## src/rtl/morse_playback.sv

```systemverilog
// Morse playback engine: fetches 10-bit code words (5 x 2-bit symbols, MSB first)
// from RAM and plays them as timed on/off pulses on a single registered LED output.
module morse_playback #(
  parameter int UNIT_TICKS = 25000000,
  parameter int ADDR_W     = 4
) (
  input  logic              clock,
  input  logic              resetn,
  input  logic              start,
  input  logic              abort,
  input  logic [ADDR_W-1:0] word_count,
  output logic [ADDR_W-1:0] ram_addr,
  output logic              ram_rd,
  input  logic [9:0]        ram_q,
  output logic              led,
  output logic [1:0]        symbol,
  output logic [ADDR_W-1:0] word_idx,
  output logic              busy,
  output logic              done
);

  localparam int CNT_W = $clog2(3 * UNIT_TICKS);
  localparam logic [CNT_W-1:0] ONE_UNIT    = CNT_W'(UNIT_TICKS - 1);
  localparam logic [CNT_W-1:0] THREE_UNITS = CNT_W'(3 * UNIT_TICKS - 1);

  typedef enum logic [2:0] {
    S_IDLE  = 3'd0,
    S_FETCH = 3'd1,
    S_WAIT  = 3'd2,
    S_LOAD  = 3'd3,
    S_ON    = 3'd4,
    S_GAP   = 3'd5,
    S_LGAP  = 3'd6,
    S_DONE  = 3'd7
  } state_t;

  // 01 = dot, 11 = dash; 00 and 10 terminate the letter
  function automatic logic is_mark(input logic [1:0] sym);
    return sym[0];
  endfunction

  function automatic logic [CNT_W-1:0] on_time(input logic [1:0] sym);
    return sym[1] ? THREE_UNITS : ONE_UNIT;
  endfunction

  state_t            state_r, state_next_s;
  logic [CNT_W-1:0]  cnt_r, cnt_next_s;
  logic [9:0]        shreg_r, shreg_next_s;
  logic [2:0]        sym_cnt_r, sym_cnt_next_s;
  logic [ADDR_W-1:0] word_idx_r, word_idx_next_s;
  logic [ADDR_W-1:0] wcount_r, wcount_next_s;
  logic [ADDR_W-1:0] ram_addr_r;
  logic              ram_rd_r;
  logic              led_r;
  logic [1:0]        symbol_r;
  logic              busy_r;
  logic              done_r;

  // State register
  always_ff @(posedge clock or negedge resetn) begin
    if (!resetn) begin
      state_r <= S_IDLE;
    end else begin
      state_r <= state_next_s;
    end
  end

  // Next-state and datapath update; abort overrides every transition
  always_comb begin
    state_next_s    = state_r;
    cnt_next_s      = (cnt_r != {CNT_W{1'b0}}) ? cnt_r - CNT_W'(1) : cnt_r;
    shreg_next_s    = shreg_r;
    sym_cnt_next_s  = sym_cnt_r;
    word_idx_next_s = word_idx_r;
    wcount_next_s   = wcount_r;
    if (abort) begin
      state_next_s    = S_IDLE;
      cnt_next_s      = {CNT_W{1'b0}};
      word_idx_next_s = {ADDR_W{1'b0}};
    end else begin
      case (state_r)
        S_IDLE: begin
          if (start) begin
            wcount_next_s   = word_count;
            word_idx_next_s = {ADDR_W{1'b0}};
            state_next_s    = (word_count != {ADDR_W{1'b0}}) ? S_FETCH : S_DONE;
          end else begin
            state_next_s = S_IDLE;
          end
        end
        S_FETCH: state_next_s = S_WAIT;
        S_WAIT: begin
          shreg_next_s   = ram_q;
          sym_cnt_next_s = 3'd0;
          state_next_s   = S_LOAD;
        end
        S_LOAD: begin
          if (is_mark(shreg_r[9:8])) begin
            state_next_s = S_ON;
            cnt_next_s   = on_time(shreg_r[9:8]);
          end else begin
            state_next_s = S_LGAP;
            cnt_next_s   = THREE_UNITS;
          end
        end
        S_ON: begin
          if (cnt_r == {CNT_W{1'b0}}) begin
            shreg_next_s   = {shreg_r[7:0], 2'b00};
            sym_cnt_next_s = sym_cnt_r + 3'd1;
            // shreg_r[7:6] is the symbol that becomes the top after the shift
            if ((sym_cnt_r == 3'd4) || !is_mark(shreg_r[7:6])) begin
              state_next_s = S_LGAP;
              cnt_next_s   = THREE_UNITS;
            end else begin
              state_next_s = S_GAP;
              cnt_next_s   = ONE_UNIT;
            end
          end else begin
            state_next_s = S_ON;
          end
        end
        S_GAP: begin
          if (cnt_r == {CNT_W{1'b0}}) begin
            state_next_s = S_ON;
            cnt_next_s   = on_time(shreg_r[9:8]);
          end else begin
            state_next_s = S_GAP;
          end
        end
        S_LGAP: begin
          if (cnt_r == {CNT_W{1'b0}}) begin
            word_idx_next_s = word_idx_r + ADDR_W'(1);
            if ((word_idx_r + ADDR_W'(1)) == wcount_r) begin
              state_next_s = S_DONE;
            end else begin
              state_next_s = S_FETCH;
            end
          end else begin
            state_next_s = S_LGAP;
          end
        end
        S_DONE: begin
          state_next_s    = S_IDLE;
          word_idx_next_s = {ADDR_W{1'b0}};
        end
        default: begin
          state_next_s    = S_IDLE;
          word_idx_next_s = {ADDR_W{1'b0}};
        end
      endcase
    end
  end

  // Datapath registers and outputs, registered from the next state so they align with it
  always_ff @(posedge clock or negedge resetn) begin
    if (!resetn) begin
      cnt_r      <= {CNT_W{1'b0}};
      shreg_r    <= 10'd0;
      sym_cnt_r  <= 3'd0;
      word_idx_r <= {ADDR_W{1'b0}};
      wcount_r   <= {ADDR_W{1'b0}};
      ram_addr_r <= {ADDR_W{1'b0}};
      ram_rd_r   <= 1'b0;
      led_r      <= 1'b0;
      symbol_r   <= 2'b00;
      busy_r     <= 1'b0;
      done_r     <= 1'b0;
    end else begin
      cnt_r      <= cnt_next_s;
      shreg_r    <= shreg_next_s;
      sym_cnt_r  <= sym_cnt_next_s;
      word_idx_r <= word_idx_next_s;
      wcount_r   <= wcount_next_s;
      ram_addr_r <= word_idx_next_s;
      ram_rd_r   <= (state_next_s == S_FETCH);
      led_r      <= (state_next_s == S_ON);
      symbol_r   <= (state_next_s == S_ON) ? shreg_next_s[9:8] : 2'b00;
      busy_r     <= (state_next_s != S_IDLE);
      done_r     <= (state_next_s == S_DONE);
    end
  end

  assign ram_addr = ram_addr_r;
  assign ram_rd   = ram_rd_r;
  assign led      = led_r;
  assign symbol   = symbol_r;
  assign word_idx = word_idx_r;
  assign busy     = busy_r;
  assign done     = done_r;

endmodule
```

## config.mk

```make
export PLATFORM = sky130hd
export DESIGN_NAME = morse_playback
export DESIGN_NICKNAME = d
export VERILOG_FILES = /design/src/rtl/morse_playback.sv
export SDC_FILE = /design/constraint.sdc
export NUM_CORES = 1
export LEC_CHECK = 0
export ABC_CLOCK_PERIOD_IN_PS = 2700
export CORE_MARGIN = 2
export CORE_UTILIZATION = 40
export CTS_CLUSTER_SIZE = 16
export DETAILED_ROUTE_END_ITERATION = 16
export PLACE_DENSITY = 0.6
export SLEW_MARGIN = 25
export SYNTH_ARGS = -nofsm -noshare
export SYNTH_HDL_FRONTEND = slang
export SYNTH_SLANG_ARGS = --single-unit
```

## constraint.sdc

```tcl
create_clock -name clock -period 2.7 [get_ports clock]
set_clock_uncertainty 0.1 [all_clocks]
set_input_delay 0.54 -clock clock [delete_from_list [all_inputs] [get_ports clock]]
set_output_delay 0.54 -clock clock [all_outputs]
set_load 0.05 [all_outputs]
```

==> key figures <==
STA
  • Relative slew slack: 52.76%
  • Slew Limit Fails: 0
  • Final Hold Vio Count: 0
  • Tcrit/Tclk final: 97.69%
  • Worst-Margin Slew: 0.7086 ns
  • Endpoints failing setup: 0
  • Worst hold slack: 0.3963 ns
  • RSZ-0062 raised after global routing: yes
  • Tmin final: 2.638 ns
  • Fmax: 379.1 MHz

Synth
  • FF+latch count, synth: 57
  • Post-synth EDFFs: 0
  • Yosys top cell area share: 45.86%
  • Post-synthesis compound-gate area fraction: 14.72%
  • Adder-cell share of the synthesized area: 2.414%
  • Synth top cells by count: 57 x dfrtp_1, 25 x nor2_1, 24 x a21oi_1, 24 x nand2_1, 18 x xnor2_1
  • Synth area leaders: dfrtp_1 46%, xnor2_1 5.1%, a21oi_1 3.9%, nor2_1 3.0%, nand2_1 2.9%
  • Ys async rst share: 100.0%
  • Largest family of logic cells by synthesized area: simple AND/OR/NAND/NOR gates
  • YS warnings: 0
  • Net Count, Synth: 341
  • Mean Syn Cell Area: 9.812 um2
  • Synth area leader: dfrtp_1
  • Netlist cell types: 56
  • Post-synthesis simple-gate area fraction: 20.15%
  • Top_reg_cell synth: dfrtp_1
  • Post-synthesis mux area share: 2.414%
  • Xor/xnor share of the synthesized area: 9.372%
  • Count leader, synth: dfrtp_1
  • Syn Inst Count: 317
  • Sequential fraction of the synthesis area: 45.86%
  • Synthesized area: 3110 um2

Critical path
  • WP data arrival: 2.80 ns
  • Worst path cell trace: inv_2 -> ha_4 -> or4b_4 -> or4_4 -> nor3_4 -> buf_4 -> a21oi_1 -> a21o_1 -> a21oi_1
  • Startpoint types: register
  • Crit Path Class: register to register
  • CP bufs+invs: 2
  • CP max FO: 7
  • Worst path required time: 2.87 ns
  • Top cell by count, worst path: a21oi_1
  • Critical path's top delay family: simple AND/OR/NAND/NOR gates
  • CP endpoint kind: register
  • Max stage delay cell, worst path: or4_4
  • Largest stage delay, worst path: 0.52 ns

Drt
  • Remaining antenna violation count: 0
  • DRC viols: 0
  • Vias per inst: 5.241
  • Wire per inst: 14.57 um
  • Total number of vias: 2453
  • Pre-Repair DR Iteration Count: 4
  • Final Routed Wirelength: 6.821 mm
  • Initial DRC count: 123

Finish
  • Fin util: 50.82%
  • Nets: 385
  • # diodes: 0
  • Final std cells w/o fill: 468
  • Syn-to-layout area delta: 24.94%
  • Layout cells sized above 1: 16.39%

Clock network
  • Clk sinks: 57
  • CTS tree: built
  • CTS clock-pin slew for the worst setup and hold paths: 0.07 ns
  • Htree depth: 3
  • Clock Path Buffers: 2
  • CTS Buf Count: 9
  • Worst-Skew Late Latency: 0.35 ns
  • Root buf cell: clkbuf_8

Floorplan
  • CORE AREA: 7647 um2
  • # IOs: 32
  • Die height: 92.18 um
  • Die width: 92.18 um
  • FP Rows: 32
  • Die area: 8497 um2
  • Initial core utilization: 40.67%

Global route
  • Largest net degree at the start of global routing: 55
  • Number of global-route vias before repair: 2453
  • First-pass GRT wire length: 11.69 mm
  • Initial antenna violation count: 0
  • Grt ovf: 0
  • All-Layer GR Usage: 17.72%

Placed design
  • I/O Buffers: 31
  • Dpl hpwl: 4.701 mm
  • GPL Wtd Cong: 0.8360
  • Placed Cells: 446

Job
  • Max-Cap Viols: 0

Power
  • Leak Pwr: 0.001647 uW
  • Sw Ratio: 42.45%
  • Net Sw Power: 1936 uW
  • Pwr/cell area: 1174 nW/um2
  • Clock power share: 17.3%
  • Peak supply drop: 442.5 uV
  • Flop pwr share: 31.9%
  • Pint: 2625 uW
  • Power Total: 4561 uW
  • Combinational power share: 50.8%

Hold path
  • Hold Crit Class: register to register

Outcome
  • Status: completed
[layout by cell type, fill, tap and decap left out, drive strengths merged, types with 2 or more instances in the layout]
cell type | netlist | final
nor3b | 2 | 2
and3 | 5 | 5
nand3 | 11 | 11
nor4 | 11 | 11
xor2 | 10 | 10
buf | 9 | 22
nor3 | 13 | 13
xnor2 | 18 | 18
or3 | 5 | 5
nand4 | 3 | 3
o311ai | 2 | 2
a31oi | 3 | 3
o21ai | 18 | 18
nand2 | 24 | 24
mux2i | 3 | 3
clkdlybuf4s50 | 0 | 30
o31ai | 4 | 4
or4 | 6 | 6
and2 | 2 | 2
clkinvlp | 0 | 4
a22oi | 7 | 7
ha | 6 | 6
inv | 13 | 13
nand2b | 2 | 2
a21boi | 2 | 2
dfrtp | 57 | 57
mux2 | 4 | 4
o211ai | 2 | 2
nor2 | 26 | 26
a21oi | 24 | 24
clkbuf | 11 | 10
a22o | 2 | 2
[metal layers]
metal / part of all wire (%) / GRT usage, % / vias up
met1: 48 / 23.70 / 1183
met3: 3.7 / 5.670 / 7
met5: 0 / 0 / -
met4: 1.3 / 5.970 / 0
li1: - / - / 1223
met2: 47 / 27.21 / 40
[path summary, 6_finish.rpt]
check	from	to	slack (ns)	cells past startpoint
hold reg to reg	shreg_r[2]	shreg_r[2]	0.40	2
setup reg to reg	cnt_r[0]	cnt_r[12]	0.06	9
hold / removal	shreg_r[2]	shreg_r[2]	0.40	2
max in group asynchronous	resetn	cnt_r[19]	1.17	3
min in group asynchronous	resetn	shreg_r[5]	0.43	2
setup / recovery	cnt_r[0]	cnt_r[12]	0.06	9
[metrics by stage]
step	setup TNS (ns)	setup WS (ns)	cell area, um2
2_1_floorplan	-0.02070	-0.02070	3110
3_3_place_gp	0	0.05610	3567
3_5_place_dp	-0.03443	-0.01873	3567
4_1_cts	0	0.01242	3781
5_1_grt	-0.4998	-0.07845	3886
6_report	0	0.06244	3886
[state kept, by name (all words and copies together), names as in the netlist]
name and flops:
ram_rd 1, shreg_r 10, done 1, cnt_r 27, busy 1, wcount_r 4, state_r 3, ram_addr 4
sym_cnt_r 3, led 1, symbol 2
[power by group through the flow]
| stage | Combinational, uW | Clock, uW | Sequential (uW) |
|---|---|---|---|
| after global routing | 2580 | 867 | 1510 |
| after floorplan | 1580 | 0 | 1480 |
| after global placement | 2120 | 0 | 1460 |
| final | 2320 | 789 | 1460 |
| after detailed placement | 2150 | 0 | 1460 |
| after CTS | 2170 | 819 | 1450 |
[area by class of cell]
type                       instances  area, um2
clock buffer                      10      127.6
sequential                        57       1426
fill                             730       3761
inverter                          13      51.30
timing repair buffer              53      500.5
tap                              102      127.6
clock inverter                     6      68.82
multi-input combinational        227       1584
[cell families (layout without fill, tap and decap cells)]
logic type	after synthesis	after routing
muxes	7	7
DFF	57	57
and+or+nand+nor	114	114
xor gates and xnor gates	30	30
adders and majority gates	6	6
buffers and inverters	33	82
AOI/OAI and AO/OA	70	70
[tightest hold or removal path, delay by kind of cell, from the launching register on]
family,cells,cell delay (ns)
flip-flops,1,0.35
AND/OR/NAND/NOR,1,0.05
AO/OA/AOI/OAI,1,0.06
[timing repair]
action                                  4_1_cts  5_1_grt
hold buffers                                  1        0
setup buffers                                 1        4
cloned                                        0        0
endpoints found under the setup margin        2       35
pin swaps                                     1        5
gates resized for setup                       0       17
hold endpoints to repair                      3        0
Note: power is estimated with default switching activity, not from simulation.
